<file path="config.mk">
export PLATFORM = sky130hd
export DESIGN_NAME = mem_port_arbiter_flat
export DESIGN_NICKNAME = d
export VERILOG_FILES = /design/src/rtl/mem_port_arbiter_pkg.sv /design/src/rtl/mem_port_arbiter_if.sv /design/src/rtl/mem_port_arbiter_rr_pick.sv /design/src/rtl/mem_port_arbiter.sv /design/src/flat_wrapper.sv
export SDC_FILE = /design/constraint.sdc
export NUM_CORES = 1
export LEC_CHECK = 0
export CORE_AREA = 2 2 109 111
export CTS_CLUSTER_DIAMETER = 30
export CTS_CLUSTER_SIZE = 30
export DETAILED_ROUTE_END_ITERATION = 16
export DIE_AREA = 0 0 111 113
export HOLD_SLACK_MARGIN = 0.15
export PLACE_DENSITY = 0.72
export SYNTH_ARGS = -nofsm -noshare
export SYNTH_HDL_FRONTEND = slang
export SYNTH_SLANG_ARGS = --single-unit
</file>
<file path="constraint.sdc">
create_clock -name clk_i -period 3.27 [get_ports clk_i]
set_input_delay 0.4905 -clock clk_i [delete_from_list [all_inputs] [get_ports clk_i]]
set_output_delay 0.4905 -clock clk_i [all_outputs]
set_load 0.01 [all_outputs]
</file>
<file path="src/rtl/mem_port_arbiter_pkg.sv">
// Shared constants and helpers for the RAM port arbiter.
//   ADDR_W_DEF / DATA_W_DEF : default RAM geometry (32b x 64)
//   NUM_REQ_DEF             : default number of requesters
//   MAX_NUM_REQ             : largest supported requester count
//   MAX_LOCK_DEF            : default burst lock limit
//   idx_w()                 : index width for n items, never below one bit
package mem_arb_pkg;

    localparam int unsigned ADDR_W_DEF   = 6;
    localparam int unsigned DATA_W_DEF   = 32;
    localparam int unsigned NUM_REQ_DEF  = 4;
    localparam int unsigned MAX_NUM_REQ  = 8;
    localparam int unsigned MAX_LOCK_DEF = 8;

    // Bits needed to index n items; at least one so vectors never collapse.
    function automatic int unsigned idx_w(input int unsigned n);
        return (n > 32'd1) ? 32'($clog2(n)) : 32'd1;
    endfunction

endpackage

</file>
<file path="src/rtl/mem_port_arbiter_if.sv">
// Bundle of requester-side and RAM-side signals for the arbiter.
//   req_*   : per-requester commands, addresses/data packed at [i*W +: W]
//   req_ready_o / rsp_* : one-hot grant, one-hot read response + shared data
//   mem_*   : RAM macro command side, mem_rdata_i is its registered output
// Modports: slave = arbiter, master = clients plus RAM macro.
interface mem_port_arbiter_if #(
    parameter int unsigned NUM_REQ = mem_arb_pkg::NUM_REQ_DEF,
    parameter int unsigned ADDR_W  = mem_arb_pkg::ADDR_W_DEF,
    parameter int unsigned DATA_W  = mem_arb_pkg::DATA_W_DEF
) ();

    logic [NUM_REQ-1:0]        req_valid_i;
    logic [NUM_REQ-1:0]        req_we_i;
    logic [NUM_REQ-1:0]        req_lock_i;
    logic [NUM_REQ*ADDR_W-1:0] req_addr_i;
    logic [NUM_REQ*DATA_W-1:0] req_wdata_i;
    logic [NUM_REQ-1:0]        req_ready_o;
    logic [NUM_REQ-1:0]        rsp_valid_o;
    logic [DATA_W-1:0]         rsp_data_o;
    logic                      mem_we_o;
    logic [ADDR_W-1:0]         mem_addr_o;
    logic [DATA_W-1:0]         mem_wdata_o;
    logic [DATA_W-1:0]         mem_rdata_i;

    modport slave (
        input  req_valid_i, req_we_i, req_lock_i, req_addr_i, req_wdata_i, mem_rdata_i,
        output req_ready_o, rsp_valid_o, rsp_data_o, mem_we_o, mem_addr_o, mem_wdata_o
    );

    modport master (
        output req_valid_i, req_we_i, req_lock_i, req_addr_i, req_wdata_i, mem_rdata_i,
        input  req_ready_o, rsp_valid_o, rsp_data_o, mem_we_o, mem_addr_o, mem_wdata_o
    );

endinterface

</file>
<file path="src/rtl/mem_port_arbiter_rr_pick.sv">
// Combinational round-robin picker.
//   req_i : request vector
//   ptr_i : highest-priority index this cycle
//   gnt_o : one-hot grant of first request at/after ptr_i (wrapping)
//   idx_o : index of that grant
//   any_o : at least one request present
module rr_pick
    import mem_arb_pkg::*;
#(
    parameter int unsigned NUM_REQ = NUM_REQ_DEF,
    parameter int unsigned IDX_W   = idx_w(NUM_REQ)
) (
    input  logic [NUM_REQ-1:0] req_i,
    input  logic [IDX_W-1:0]   ptr_i,
    output logic [NUM_REQ-1:0] gnt_o,
    output logic [IDX_W-1:0]   idx_o,
    output logic               any_o
);

    logic [IDX_W-1:0] cand;

    // Scan from the pointer upward, first hit wins.
    always_comb begin
        gnt_o = '0;
        idx_o = '0;
        any_o = 1'b0;
        cand  = '0;
        for (int unsigned off = 0; off < NUM_REQ; off++) begin
            cand = IDX_W'((32'(ptr_i) + off) % NUM_REQ);
            if (!any_o && req_i[cand]) begin
                any_o       = 1'b1;
                gnt_o[cand] = 1'b1;
                idx_o       = cand;
            end
        end
    end

endmodule

</file>
<file path="src/rtl/mem_port_arbiter.sv">
// Shares one single-port synchronous RAM between NUM_REQ requesters.
// Round-robin grant with an optional bounded burst lock; read data from the
// RAM's registered output is routed back to the issuing requester one cycle
// after acceptance.
//   clk_i, rst_ni : clock, asynchronous active-low reset
//   bus (slave)   : requester commands/grants/responses and RAM command side
module mem_port_arbiter
    import mem_arb_pkg::*;
#(
    parameter int unsigned NUM_REQ  = NUM_REQ_DEF,
    parameter int unsigned ADDR_W   = ADDR_W_DEF,
    parameter int unsigned DATA_W   = DATA_W_DEF,
    parameter int unsigned MAX_LOCK = MAX_LOCK_DEF
) (
    input  logic              clk_i,
    input  logic              rst_ni,
    mem_port_arbiter_if.slave bus
);

    localparam int unsigned      IDX_W    = idx_w(NUM_REQ);
    localparam int unsigned      CNT_W    = idx_w(MAX_LOCK);
    localparam logic [CNT_W-1:0] CNT_LAST = CNT_W'(MAX_LOCK - 1);
    localparam logic [IDX_W-1:0] IDX_LAST = IDX_W'(NUM_REQ - 1);

    logic [IDX_W-1:0]   ptr_q, ptr_d;
    logic               lock_act_q, lock_act_d;
    logic [IDX_W-1:0]   lock_own_q, lock_own_d;
    logic [CNT_W-1:0]   cnt_q, cnt_d;
    logic               rsp_vld_q, rsp_vld_d;
    logic [IDX_W-1:0]   rsp_idx_q, rsp_idx_d;

    logic [NUM_REQ-1:0] rr_gnt;
    logic [IDX_W-1:0]   rr_idx;
    logic               rr_any;
    logic               forced;
    logic [IDX_W-1:0]   win_idx;
    logic               win_we;
    logic               win_lock;
    logic [CNT_W-1:0]   run_cnt;

    rr_pick #(
        .NUM_REQ (NUM_REQ),
        .IDX_W   (IDX_W)
    ) u_rr_pick (
        .req_i (bus.req_valid_i),
        .ptr_i (ptr_q),
        .gnt_o (rr_gnt),
        .idx_o (rr_idx),
        .any_o (rr_any)
    );

    // A held lock only overrides round-robin while its owner is still asking.
    assign forced  = lock_act_q && bus.req_valid_i[lock_own_q];
    assign win_idx = forced ? lock_own_q : rr_idx;

    // Grant and RAM command mux; everything quiet when nobody is valid.
    always_comb begin
        bus.req_ready_o = '0;
        bus.mem_we_o    = 1'b0;
        bus.mem_addr_o  = '0;
        bus.mem_wdata_o = '0;
        win_we          = 1'b0;
        win_lock        = 1'b0;
        if (rr_any) begin
            bus.req_ready_o = forced ? (NUM_REQ'(1) << lock_own_q) : rr_gnt;
            win_we          = bus.req_we_i[win_idx];
            win_lock        = bus.req_lock_i[win_idx];
            bus.mem_we_o    = win_we;
            bus.mem_addr_o  = bus.req_addr_i[32'(win_idx)*ADDR_W +: ADDR_W];
            bus.mem_wdata_o = bus.req_wdata_i[32'(win_idx)*DATA_W +: DATA_W];
        end
    end

    // Pointer, lock and response-tag next state.
    always_comb begin
        ptr_d      = ptr_q;
        lock_act_d = 1'b0;
        lock_own_d = lock_own_q;
        cnt_d      = '0;
        rsp_vld_d  = 1'b0;
        rsp_idx_d  = rsp_idx_q;
        // Grants already taken in the current burst; a fresh winner starts at zero.
        run_cnt    = forced ? cnt_q : '0;
        if (rr_any) begin
            rsp_vld_d = !win_we;
            rsp_idx_d = win_idx;
            if (win_lock && (run_cnt < CNT_LAST)) begin
                lock_act_d = 1'b1;
                lock_own_d = win_idx;
                cnt_d      = run_cnt + 1'b1;
            end else begin
                ptr_d = (win_idx == IDX_LAST) ? '0 : win_idx + 1'b1;
            end
        end
    end

    // State registers.
    always_ff @(posedge clk_i or negedge rst_ni) begin
        if (!rst_ni) begin
            ptr_q      <= '0;
            lock_act_q <= 1'b0;
            lock_own_q <= '0;
            cnt_q      <= '0;
            rsp_vld_q  <= 1'b0;
            rsp_idx_q  <= '0;
        end else begin
            ptr_q      <= ptr_d;
            lock_act_q <= lock_act_d;
            lock_own_q <= lock_own_d;
            cnt_q      <= cnt_d;
            rsp_vld_q  <= rsp_vld_d;
            rsp_idx_q  <= rsp_idx_d;
        end
    end

    // Response steering: RAM read data passes straight through to the tagged requester.
    assign bus.rsp_valid_o = rsp_vld_q ? (NUM_REQ'(1) << rsp_idx_q) : '0;
    assign bus.rsp_data_o  = bus.mem_rdata_i;

endmodule
</file>
<file path="src/flat_wrapper.sv">
// flat-port wrapper written by rule: the top's interface ports become plain ports
module mem_port_arbiter_flat import mem_arb_pkg::*;
#(
    parameter int unsigned NUM_REQ  = NUM_REQ_DEF,
    parameter int unsigned ADDR_W   = ADDR_W_DEF,
    parameter int unsigned DATA_W   = DATA_W_DEF,
    parameter int unsigned MAX_LOCK = MAX_LOCK_DEF
)
  (clk_i, rst_ni, bus_req_valid_i, bus_req_we_i, bus_req_lock_i, bus_req_addr_i, bus_req_wdata_i, bus_mem_rdata_i, bus_req_ready_o, bus_rsp_valid_o, bus_rsp_data_o, bus_mem_we_o, bus_mem_addr_o, bus_mem_wdata_o);
  mem_port_arbiter_if #(.NUM_REQ(NUM_REQ), .ADDR_W(ADDR_W), .DATA_W(DATA_W)) bus_i ();
  input  logic clk_i;
  input  logic rst_ni;
  input wire logic [$bits(bus_i.req_valid_i)-1:0] bus_req_valid_i;
  input wire logic [$bits(bus_i.req_we_i)-1:0] bus_req_we_i;
  input wire logic [$bits(bus_i.req_lock_i)-1:0] bus_req_lock_i;
  input wire logic [$bits(bus_i.req_addr_i)-1:0] bus_req_addr_i;
  input wire logic [$bits(bus_i.req_wdata_i)-1:0] bus_req_wdata_i;
  input wire logic [$bits(bus_i.mem_rdata_i)-1:0] bus_mem_rdata_i;
  output wire logic [$bits(bus_i.req_ready_o)-1:0] bus_req_ready_o;
  output wire logic [$bits(bus_i.rsp_valid_o)-1:0] bus_rsp_valid_o;
  output wire logic [$bits(bus_i.rsp_data_o)-1:0] bus_rsp_data_o;
  output wire logic [$bits(bus_i.mem_we_o)-1:0] bus_mem_we_o;
  output wire logic [$bits(bus_i.mem_addr_o)-1:0] bus_mem_addr_o;
  output wire logic [$bits(bus_i.mem_wdata_o)-1:0] bus_mem_wdata_o;
  assign bus_i.req_valid_i = bus_req_valid_i;
  assign bus_i.req_we_i = bus_req_we_i;
  assign bus_i.req_lock_i = bus_req_lock_i;
  assign bus_i.req_addr_i = bus_req_addr_i;
  assign bus_i.req_wdata_i = bus_req_wdata_i;
  assign bus_i.mem_rdata_i = bus_mem_rdata_i;
  assign bus_req_ready_o = bus_i.req_ready_o;
  assign bus_rsp_valid_o = bus_i.rsp_valid_o;
  assign bus_rsp_data_o = bus_i.rsp_data_o;
  assign bus_mem_we_o = bus_i.mem_we_o;
  assign bus_mem_addr_o = bus_i.mem_addr_o;
  assign bus_mem_wdata_o = bus_i.mem_wdata_o;
  mem_port_arbiter #(.NUM_REQ(NUM_REQ), .ADDR_W(ADDR_W), .DATA_W(DATA_W), .MAX_LOCK(MAX_LOCK)) u_core (.clk_i(clk_i), .rst_ni(rst_ni), .bus(bus_i));
endmodule
</file>
==> results of run 1 <==
[area by class of cell]
type                            instances  area [µm²]
Sequential cell                        11       276.5
Fill cell                             921        4664
Tap cell                              143       178.9
Multi-Input combinational cell        247        2700
Inverter                                5       18.77
Clock buffer                            3       75.07
Timing Repair Buffer                  333        3353
Clock inverter                          1       5.005
[cell usage in the layout, fill, tap and decap left out, drive strengths merged, types with 4 or more instances in the layout]
cell type / synthesis / final
a21oi: 7 / 7
ha: 10 / 10
clkdlybuf4s50: 0 / 166
buf: 53 / 153
a221oi: 4 / 4
inv: 5 / 5
nor2: 5 / 5
nor2b: 44 / 44
nand2: 9 / 9
dlygate4sd2: 0 / 4
mux4: 5 / 5
dfrtp: 11 / 11
a222oi: 4 / 4
mux2: 4 / 4
a211oi: 76 / 76
mux2i: 44 / 44
and2: 4 / 4
clkbuf: 9 / 10
[routing by layer]
layer / GRT usage (%) / wire length [µm]
met5: 0 / 0
met2: 36.16 / 7390
met1: 21.07 / 5128
met4: 3.750 / 356
met3: 8.998 / 1450
[worst min-delay path, stage by stage (launching register included)]
cell,delay [ns]
dfrtp_1,0.39
nand2_1,0.06
nand2_1,0.06
[flip-flops by register name, summed over array words and instances, names as in the netlist]
register           flops
u_core.ptr_q           2
u_core.rsp_idx_q       2
u_core.rsp_vld_q       1
u_core.lock_act_q      1
u_core.lock_own_q      2
u_core.cnt_q           3
[final timing paths]
kind | end | slack (ns) | depth (start not counted)
min in group asynchronous | u_core.lock_own_q[0] | 0.61 | 1
max in group asynchronous | u_core.ptr_q[0] | 2.25 | 1
worst min register to register | u_core.rsp_idx_q[1] | 0.55 | 2
worst max register to register | u_core.lock_own_q[1] | -0.18 | 16
worst max-delay path | bus_mem_wdata_o[12] | -0.18 | 12
worst min-delay path | u_core.rsp_idx_q[1] | 0.55 | 2
[Yosys cell counts (5+ instances only)]
library cell and n:
nor2b_1 44, a21oi_1 7, mux2i_1 44, buf_2 12, nor2_1 5, buf_4 34, dfrtp_1 11, a211oi_1 46
mux4_2 5, clkbuf_1 9, nand2_1 9, ha_1 10, a211oi_2 30
[stage by stage]
step | instance area, µm² | utilization, % | hold slack (ns) | worst slack [ns]
floorplan | 2967 | - | 0.1949 | 0.009917
global placement | 5373 | 47.66 | 0.5182 | -0.7011
detailed placement | 5373 | 47.66 | 0.5323 | -0.7534
CTS | 5997 | 53.20 | 0.5414 | -0.1325
global route | 6608 | 58.62 | 0.5713 | -0.2972
finish | 6608 | 58.62 | 0.5451 | -0.1820
[where the power goes]
| group | leakage (nW) | internal, mW | switching [mW] | total [mW] |
|---|---|---|---|---|
| Combinational | 2.51 | 5.28 | 4.08 | 9.36 |
| Sequential | 0.137 | 0.205 | 0.0478 | 0.253 |
| Clock | 0.0409 | 0.162 | 0.0646 | 0.227 |
[cells by family after synthesis]
family | count (synthesis)
muxes | 53
xor gates and xnor gates | 1
adders and majority gates | 10
buffers and inverters | 67
and+or+nand+nor | 77
AOI/OAI and AO/OA | 106
DFF | 11
[what timing repair did]
item,CTS,global route
setup buffers,22,33
setup endpoints to repair,47,47
pin swaps,13,29
resized for setup,249,87
cloned,6,6
hold buffers,0,0
==> flow_results.org, run 1 <==
** Die
- Number of standard-cell rows in the floorplan :: 39
- Starting utilization of the core area :: 25.93%
- The die covers 0.01254 mm².
- In this run the vertical extent of the chip is 113 µm.
- Area inside the core boundary :: 0.01127 mm²
- Number of ports placed on the die boundary :: 277
- The die is 111 µm wide.

** Outcome
- The checks that failed: setup timing.
- The flow ran to the end, but the final reports show violations.

** Finish
- Count of nets after finishing :: 809
- 0 antenna diodes ended up in the layout.
- Cells with a size suffix above 1 make up 51.00% of the layout.
- Area added between synthesis and finish :: 126.1%
- Count of placed standard cells in the final layout, fillers left out :: 743

** Placement
- Once placement completed, the tool counted placed cells totaling 678.
- Sum of net half-perimeters after detailed placement :: 10030 µm
- Routability-driven placement finished with a final weighted congestion of 0.8896.
- # port buffers :: 212

** CTS
- TritonCTS built the clock tree.
- Maximum clock path buffer count :: 2
- The later pin in the worst-skew pair is clocked with a latency of 0.24 ns.
- CTS clk-pin slew, worst paths :: 0.05 ns
- Sink count of the clock tree :: 11
- Deepest level of the CTS H-tree :: 1
- Counting the buffers created by CTS gives 3.
- CTS Root Cell :: clkbuf_16

** Critical path
- The cell family contributing the most delay on the critical path is buffers and inverters.
- Most numerous cell on the critical path :: buf_6
- Cell with the largest stage delay on the worst path :: mux4_2
- The most critical setup path has its startpoint at u_core.ptr_q[1].
- Type of destination of the critical path :: output port
- CP Data Required Time :: 2.78 ns
- Series of cell instances along the critical path :: buf_6 > mux4_2 > buf_6 > nor3_4 > a31oi_2 > a22oi_2 > buf_6 > buf_12 > buf_12 > mux2i_2 > a211oi_2 > dlygate4sd2_1
- Data arrives at the worst endpoint at 2.96 ns.
- Crit path buf inv count :: 6
- CP max stage delay :: 0.52 ns
- The worst register-to-register path begins at u_core.ptr_q[1].
- Classification of the worst setup path :: reg -> out
- Peak fanout along the critical path :: 6
- Critical Path Source Type :: flop

** Synth
- By area the synthesized netlist is led by mux2i_1, a211oi_2, a211oi_1.
- Of the total synthesized cell area, the portion taken by XOR and XNOR cells is 0.2997%.
- The largest total area in the synthesized netlist belongs to mux2i_1.
- Area fraction in compound gates after synthesis :: 33.05%
- Of the total synthesized cell area, the portion taken by full adders, half adders and majority gates is 4.281%.
- Combinational family with the most area after synthesis :: compound AO/OA/AOI/OAI gates
- The share of the Yosys chip area taken by registers is 9.418%.
- Synth Net Count :: 533
- In the synthesized netlist, the number of instances is 325.
- Share of synthesized cell area in and, or, nand and nor gates :: 16.01%
- Multiplexer fraction of the synthesized cell area :: 20.72%
- Share of synthesized flip-flops with an asynchronous set or reset :: 100.0%
- The number of different library cells used by synthesis comes to 45.
- The share of synthesized area in the top cell type comes to 15.07%.
- Count of warnings emitted by yosys :: 0
- In this run, synthesis produced a sequential element count of 11.
- The most used flip-flop cell after synthesis is dfrtp_1.
- Synthesized area :: 0.002923 mm²
- Post-synth EDFFs :: 0
- Avg Cell Area, Syn :: 8.993 µm²

** Power and ir drop
- VDD sags by at most 0.0008204 V.
- Summing internal, switching and leakage power gives 9.838 mW.
- Power spread over the standard cell area amounts to 1489 mW/mm².
- The analysis attributes to cell leakage a power of 2.692 nW.

** Routing
- Wires add up to 14330 µm.
- The pre-antenna-repair detailed-routing pass consisted of 5 iterations.
- In the routed design, unresolved DRC markers number 0.
- Vias per Instance :: 4.973
- Dividing the detail-routed wire length by the instance count gives 19.28 µm.
- The count of nets left with antenna violations once routing finished came out at 0.
- Number of DRC markers after the initial detailed-route iteration :: 207
- Via count :: 3695

** Global routing
- The number of antenna violations at the first check in global routing came to 0.
- Global-route wire length before repair :: 20050 µm
- Largest net degree at the start of global routing :: 33
- The via count of the first global-routing pass came to 3761.
- Overall overflow remaining after global route :: 0
- Global routing consumed, over all layers together, 19.73% of the routing resources.

** Job
- The tool flagged a number of max-cap violations equal to 0.

** Timing
- The max-slew violation count came to 0.
- Dividing the final minimum period by the clock period gives 105.6%.
- RSZ-0062 raised after global routing :: true
- Setup slack on the critical path of the routed design comes to -0.1820 ns.
- Setup tns final :: -4.044 ns
- On the final layout, the worst clock skew is 0.005733 ns.
- For the pin with the worst max-slew slack, the measured transition is 0.5561 ns.
- Measured against its own limit, the worst slew margin works out to 62.81%.
- Setup violations remaining at the end of the flow were counted as 44.
- Achievable frequency :: 289.7 MHz
- Time the worst path needs with I/O delays and setup :: 3.452 ns
- Number of hold violations in the final report :: 0

** Min path
- Critical hold path startpoint :: u_core.rsp_idx_q[1]
- Class of the tightest hold or removal check :: reg -> reg
No activity file was read; power rests on OpenSTA's default activity.
==> run 2, diff against run 1 <==
--- a/config.mk
+++ b/config.mk
@@ -5,13 +5,15 @@
 export SDC_FILE = /design/constraint.sdc
 export NUM_CORES = 1
 export LEC_CHECK = 0
+export ABC_AREA = 1
 export CORE_AREA = 2 2 109 111
+export CTS_BUF_LIST = sky130_fd_sc_hd__clkbuf_8
 export CTS_CLUSTER_DIAMETER = 30
 export CTS_CLUSTER_SIZE = 30
 export DETAILED_ROUTE_END_ITERATION = 16
 export DIE_AREA = 0 0 111 113
 export HOLD_SLACK_MARGIN = 0.15
-export PLACE_DENSITY = 0.72
+export PLACE_DENSITY = 0.71
 export SYNTH_ARGS = -nofsm -noshare
 export SYNTH_HDL_FRONTEND = slang
 export SYNTH_SLANG_ARGS = --single-unit
==> flow_results.org, run 2 <==
** CTS
- Counting the buffers created by CTS gives 3.
- Sink count of the clock tree :: 11
- After clock tree synthesis, the clock-pin slew on the worst setup and hold paths is 0.05 ns.
- The clock passes through at most 2 buffers.
- Deepest level of the CTS H-tree :: 1
- Worst skew pair latency :: 0.24 ns
- The tree is rooted in a clkbuf_8.
- Clock tree from TritonCTS :: built

** Timing
- Period utilisation layout :: 97.19%
- Headroom to the max-slew limit :: 67.11%
- In the final timing run, aggregate negative setup slack is 0 ns.
- Worst clock skew :: 0.002901 ns
- Final-report setup violation count :: 0
- At the pin with the least slew margin, the transition time is 0.4919 ns.
- Time the worst path needs with I/O delays and setup :: 3.178 ns
- Number of hold violations in the final report :: 0
- Slew Limit Fails :: 0
- Achievable frequency :: 314.7 MHz
- Final worst-path setup slack :: 0.09197 ns

** Synth
- Cell count after synthesis :: 509
- Cell taking the most area after synthesis :: nor2_1
- Post-synth EDFFs :: 0
- Most frequent cell after synthesis :: nor2_1
- Part of the Yosys area used for sequential elements :: 9.991%
- Portion of synthesized cell area occupied by the leading cell type :: 22.21%
- Most frequent cells after synthesis :: nor2_1, a21oi_1, o21ai_0
- Most common flop cell mapped by yosys :: dfrtp_1
- The cell area that synthesis handed to floorplanning was 0.002755 mm².
- Synthesis instantiated 32 different standard cells from the library.
- Number of flip-flops and latches in the synthesized netlist :: 11
- After synthesis, the share of flip-flops with an asynchronous set or reset is 100.0%.
- Synth Net Count :: 717
- Avg Cell Area, Syn :: 5.413 µm²
- By area the synthesized netlist is led by nor2_1, dfrtp_1, a21oi_1.
- Yosys printed 0 warnings.

** Critical path
- The endpoint identified for the worst register-to-register timing path is u_core.ptr_q[1].
- At the worst endpoint, the arrival time is 2.69 ns.
- Series of cell instances along the critical path :: inv_6 > ha_4 > buf_4 > nand3_1 > nand2_2 > a21oi_2 > nand2_1 > nand2_2 > o21ai_4 > buf_12 > buf_4 > bufbuf_16 > o21ai_1 > a21oi_1 > clkdlybuf4s15_2
- Number of cells on the worst reg-to-reg path :: 19
- The startpoint identified for the worst register-to-register timing path is u_core.ptr_q[0].
- Setup slack, reg-to-reg :: 0.68 ns
- Crit path buf inv count :: 6
- Peak fanout along the critical path :: 15
- Cell with the largest stage delay on the worst path :: dfrtp_2
- Classification of the worst setup path :: reg -> out
- Critical Path Source Type :: flop
- The kind of cell with the highest combined delay along the critical path is buffers and inverters.
- On the worst path, the slowest cell contributes a delay of 0.41 ns.
- The worst setup path is captured at an output port.
- STA puts the critical path data required time at 2.78 ns.

** Min path
- The min-delay analysis places its worst path in the category reg -> reg.
- For hold timing, the worst endpoint is u_core.rsp_idx_q[0].
- The startpoint identified for the worst hold timing path is u_core.rsp_idx_q[0].
- Cells on Worst Hold Path :: 2

** Placement
- # port buffers :: 212
- OpenSTA, run right after detailed placement, puts the worst setup slack at -0.3749 ns.
- Summed over all nets, the half-perimeter wirelength after detailed placement is 9475 µm.
- Summing all placed instances gives a cell area of 0.005024 mm².
- Routability-driven placement finished with a final weighted congestion of 0.8496.

** Global routing
- Global routing used 18.35% of the available tracks across all layers.
- Antenna violations before repair :: 0
- The via count of the first global-routing pass came to 3680.
- The total overflow left after global routing is 0.
- Largest net degree at the start of global routing :: 27
- The first global-routing pass estimated 19060 µm of wire.

** Die
- The floorplan step set the die width to 111 µm.
- Area inside the core boundary :: 0.01127 mm²
- 277 I/O pins were placed.
- The die covers 0.01254 mm².
- Row generation in the floorplan step produced 39 rows.
- The initial utilization of the core area, before any placement, comes to 24.44%.
- Height of the die :: 113 µm

** Routing
- Remaining number of nets flagged by the antenna check after routing :: 0
- In the routed design, unresolved DRC markers number 0.
- Summed over all layers, the routed wires come to 12240 µm.
- Via count :: 3918
- Before antenna repair, the detailed router went through 5 iterations.
- After detailed routing, the average wire length per cell comes to 14.42 µm.
- Vias per Instance :: 4.615
- After the first detailed-routing iteration, the DRC count stood at 309.

** Finish
- 0 antenna diodes ended up in the layout.
- Proportion of layout cells with a drive suffix above 1 :: 15.72%
- Count of nets after finishing :: 915
- Fill cells in the final layout number 1167.
- Most common cell after layout, fill and taps aside :: clkdlybuf4s50_1
- Most frequent cells in the layout :: clkdlybuf4s50_1, nor2_1, a21oi_1, o21ai_1
- From synthesis to final layout, the design area changed by 86.60%.
- With fillers left out, the area of the finished cells amounts to 0.005141 mm².
- Biggest register :: u_core.cnt_q
- Flip-flop count of the largest register, all copies and words added :: 3

** Outcome
- Run status :: finished, final reports clean

** Job
- # Max-Cap Violations :: 0
-- run 2: worst max path at each step --
stage                     cells after the start  slack (ns)          startpoint             endpoint
final                                        15        0.09     u_core.ptr_q[0]   bus_mem_wdata_o[6]
after global routing                         17       -0.02     u_core.ptr_q[0]  bus_mem_wdata_o[13]
after CTS                                    18        0.01     u_core.ptr_q[0]  bus_mem_wdata_o[27]
after detailed placement                     14       -0.37  bus_req_valid_i[1]  bus_mem_wdata_o[20]
after global placement                       14       -0.36  bus_req_valid_i[3]  bus_mem_wdata_o[11]
after floorplan                              16        0.46     u_core.ptr_q[1]  bus_mem_wdata_o[24]
-- run 2: layout make-up --
class,count,area [µm²],area share [%]
timing repair buffer,258,2539,49.38
inverter,33,141.4,2.750
sequential,11,276.5,5.378
clock buffer,3,41.29,0.8031
tap,143,178.9,3.480
clock inverter,1,3.754,0.07301
multi-input combinational,400,1961,38.14
-- run 2: worst min-delay path, stage by stage (launching register included) --
cell,delay [ns]
dfrtp_1,0.40
nand2_1,0.07
nand2_1,0.07
-- run 2: cells by family after synthesis --
family | after synthesis | synth area share, %
xor+xnor | 1 | 0.3180
compound gates | 142 | 26.93
fa+ha+maj | 10 | 4.541
simple gates | 247 | 38.01
buf+inv | 98 | 20.21
flops | 11 | 9.991
-- run 2: what timing repair did --
action                                  in CTS  in global routing
setup buffers                                3                  1
hold buffers                                 0                  0
endpoints found under the setup margin      39                 39
gates cloned                                 2                  1
pin swaps                                    1                  7
hold endpoints to repair                     0                  0
resized for setup                           69                 70
-- run 2: metal layers --
metal | wire (µm) | share of wire (%) | track usage, % | vias up
met5 | 0 | 0 | 0 | -
met4 | 123 | 1.0 | 2.000 | 0
met3 | 996 | 8.1 | 4.606 | 11
met2 | 6375 | 52 | 34.40 | 187
met1 | 4748 | 39 | 21.85 | 1703
li1 | - | - | - | 2017
-- run 2: per-stage QoR --
| stage | hold slack (ns) | util (%) | instances |
|---|---|---|---|
| floorplan | 0.1949 | - | 509 |
| global placement | 0.5620 | 44.57 | 838 |
| detailed placement | 0.5588 | 44.57 | 838 |
| CTS | 0.6036 | 46.03 | 847 |
| global route | 0.6279 | 45.61 | 849 |
| finish | 0.5745 | 45.61 | 849 |
Power of run 2 is left out: the tool's default activity adds up to more than one toggle a clock period on the data nets, which glitch-free logic cannot reach.
==> run 3, diff against run 2 <==
--- a/config.mk
+++ b/config.mk
@@ -6,14 +6,13 @@
 export NUM_CORES = 1
 export LEC_CHECK = 0
 export ABC_AREA = 1
-export CORE_AREA = 2 2 109 111
-export CTS_BUF_LIST = sky130_fd_sc_hd__clkbuf_8
-export CTS_CLUSTER_DIAMETER = 30
+export CORE_AREA = 2 2 108 110
+export CTS_CLUSTER_DIAMETER = 100
 export CTS_CLUSTER_SIZE = 30
 export DETAILED_ROUTE_END_ITERATION = 16
-export DIE_AREA = 0 0 111 113
+export DIE_AREA = 0 0 110 112
 export HOLD_SLACK_MARGIN = 0.15
-export PLACE_DENSITY = 0.71
+export PLACE_DENSITY = 0.72
 export SYNTH_ARGS = -nofsm -noshare
 export SYNTH_HDL_FRONTEND = slang
 export SYNTH_SLANG_ARGS = --single-unit
==> flow_results.org, run 3 (synthesis results as in run 2) <==
** Timing
- The max-slew violation count is 0.
- Headroom to the max-slew limit :: 69.01%
- Final-report setup violation count :: 0
- On the final layout, the worst hold slack is 0.5564 ns.
- For the pin with the worst max-slew slack, the measured transition is 0.4635 ns.
- Time the worst path needs with I/O delays and setup :: 3.133 ns
- In the finished design, the share of the clock period the worst path needs comes to 95.82%.
- Worst clock skew :: 0.003222 ns
- The number of endpoints with negative hold slack in the final report is 0.
- Based on the critical path, the design can be clocked at up to 319.1 MHz.

** Power and ir drop
- In this run, flip-flops and latches consume 3.1% of the power.
- Of the total power, the share spent switching nets is 54.01%.
- Per report_power, the clock group accounts for 2.6% of the total.
- In this run the power spent charging and discharging nets is 4.562 mW.
- Tot Pwr :: 8.446 mW
- VDD sags by at most 0.0007937 V.
- Static power due to leakage :: 2.264 nW
- Internal power summed over all cells :: 3.884 mW
- Areal power density over the cells :: 1664 mW/mm²
- The share of total power dissipated in combinational logic is 94.3%.

** Routing
- For this run, the detailed router's first-pass iteration total came to 5.
- DR DRC count :: 0
- Post-Route WL :: 12180 µm
- In the routed layout, each cell is associated on average with a via count of 4.619.
- Detail-routed net length per standard cell :: 14.23 µm
- The count of nets left with antenna violations once routing finished came out at 0.
- Via count :: 3954
- The first routing iteration left 227 violations.

** Die
- The floorplan step defined a die boundary enclosing 0.01232 mm².
- Starting utilization of the core area :: 24.66%
- The floorplan has 39 rows.
- In this run the vertical extent of the chip is 112 µm.
- The die is 110 µm wide.
- During I/O placement, the number of pins put on the boundary was 277.
- In this run the standard cell core region covers 0.01117 mm².

** Outcome
- Run status :: finished, final reports clean

** Global routing
- Global-route wire length before repair :: 19160 µm
- Overall overflow remaining after global route :: 0
- GR Util All Layers :: 19.37%
- Via count of the first global-routing pass :: 3869
- Antenna violations before repair :: 0
- Entering global routing, the biggest net connects 24 pins.

** CTS
- No sink is reached through more buffers than the 2 on the longest clock path.
- Clock tree from TritonCTS :: built
- The root buffer cell chosen for the clock tree is clkbuf_16.
- CTS clk-pin slew, worst paths :: 0.04 ns
- The later pin in the worst-skew pair is clocked with a latency of 0.23 ns.
- TritonCTS created 3 clock buffers.
- CTS built an H-tree with a depth of 1.
- CTS saw 11 sinks.

** Finish
- The net count of the finished layout is 922.
- Flip-flop count of the largest register, all copies and words added :: 3
- The library cell used most frequently in the layout, excluding fill and tap cells, is clkdlybuf4s50_1.
- Counting flops per register, the top entry is u_core.cnt_q.
- Area taken by multi-input logic gates :: 0.001951 mm²
- Count of placed standard cells in the final layout, fillers left out :: 856
- Area added between synthesis and finish :: 84.20%
- Proportion of layout cells with a drive suffix above 1 :: 16.55%
- Final-layout fill cell count :: 1192
- The library cells used most frequently in the layout, excluding fill and tap cells, are clkdlybuf4s50_1, nor2_1, a21oi_1, o21ai_0, nand2_1.
- Share of the core filled with cells in the final layout :: 45.41%
- Finished Cell Area :: 0.005075 mm²
- Registers take 276.5 µm².
- Antenna diodes :: 0

** Placement
- Post-Place Cells :: 848
- Gpl congestion :: 0.9114
- Sum of net half-perimeters after detailed placement :: 9851 µm
- # port buffers :: 212
- Once placement finished, the instance area stood at 0.005049 mm².

** Min path
- The worst hold path terminates at u_core.rsp_idx_q[0].
- The tightest min-delay check is of the reg -> reg type.
- Critical hold path startpoint :: u_core.rsp_idx_q[0]
- Cells on Worst Hold Path :: 2

** Critical path
- Setup slack, reg-to-reg :: 0.77 ns
- In this run the number of cells on the critical path is 17.
- Type of destination of the critical path :: output port
- Among all stages on the critical path, the largest delay is contributed by dfrtp_2.
- In this run the worst path has a maximum fanout of 11.
- Classification of the worst setup path :: reg -> out
- Data on the critical path is required at its endpoint by 2.78 ns.
- FF-to-FF Start :: u_core.ptr_q[0]
- Series of cell instances along the critical path :: inv_6 > ha_4 > inv_1 > nand3_1 > nand2_1 > a21oi_2 > nand2_1 > nand2_2 > o21ai_4 > buf_12 > inv_6 > buf_6 > nor2_1 > nor2_1 > o21ai_1 > a21oi_1 > clkdlybuf4s15_1
- The worst register-to-register path ends at u_core.ptr_q[0].
- Together, buffers and inverters on the worst path number 6.
- Cell type group with the largest total delay on the critical path :: buffers and inverters
- On the worst path, the slowest cell contributes a delay of 0.41 ns.
- For the worst flop-to-flop path, the logic depth is 18.
- Arrival time of data at the critical path endpoint :: 2.64 ns
- Critical Path Source Type :: flop

** Job
- # Max-Cap Violations :: 0
-- run 3: cell types whose count changed in the layout (fill, tap and decap cells not counted), sizes merged --
cell / delta
clkinv: -1
inv: +1
clkbuf: +6
buf: +8
bufbuf: -2
clkdlybuf4s15: -2
dlygate4sd2: -3
-- run 3: worst max path at each step --
stage,start,endpoint,slack (ns)
after floorplan,u_core.ptr_q[1],bus_mem_wdata_o[24],0.46
after global placement,bus_req_valid_i[1],bus_mem_addr_o[5],-0.39
after detailed placement,bus_req_valid_i[1],bus_mem_we_o,-0.34
after CTS,u_core.ptr_q[0],bus_mem_wdata_o[31],0.002
after global routing,u_core.ptr_q[0],bus_mem_wdata_o[11],-0.01
final,u_core.ptr_q[0],bus_mem_wdata_o[11],0.14
-- run 3: layout make-up --
type / instances / area share, %
Clock buffer: 4 / 1.553
Inverter: 33 / 2.638
Multi-Input combinational cell: 400 / 38.44
Sequential cell: 11 / 5.449
Tap cell: 143 / 3.526
Timing Repair Buffer: 264 / 48.27
Timing Repair inverter: 1 / 0.1233
-- run 3: worst reg2reg max path, delay by kind of cell (launching register included) --
kind | cells | cell delay [ns]
compound gates | 2 | 0.24
fa+ha+maj | 1 | 0.21
buf+inv | 4 | 0.56
flops | 1 | 0.43
simple gates | 11 | 0.95
-- run 3: layer usage --
metal	vias to the layer above	track usage [%]	wire length [µm]
met1	1729	23.70	4862
met3	10	5.152	1077
met2	183	34.27	6113
met4	0	2.700	129
li1	2032	-	-
met5	-	0	0
-- run 3: stage by stage --
stage	TNS [ns]	setup slack, ns
finish	0	0.1365
detailed placement	-11.26	-0.3403
global route	-0.03459	-0.01359
CTS	0	0.002322
floorplan	0	0.4555
global placement	-10.49	-0.3859
-- run 3: power groups by stage --
stage | Sequential [mW] | Clock (mW) | Combinational [mW]
floorplan | 0.257 | 0 | 4.63
global placement | 0.260 | 0 | 8.42
detailed placement | 0.263 | 0 | 8.41
CTS | 0.261 | 0.220 | 8.22
global route | 0.269 | 0.231 | 8.90
finish | 0.263 | 0.218 | 7.97
-- run 3: repair_timing --
item / 4_1_cts / 5_1_grt
gates resized for setup: 59 / 73
pin swaps: 3 / 3
hold buffers: 0 / 0
setup endpoints to repair: 39 / 39
gates cloned: 2 / 0
buffers inserted: 2 / 0
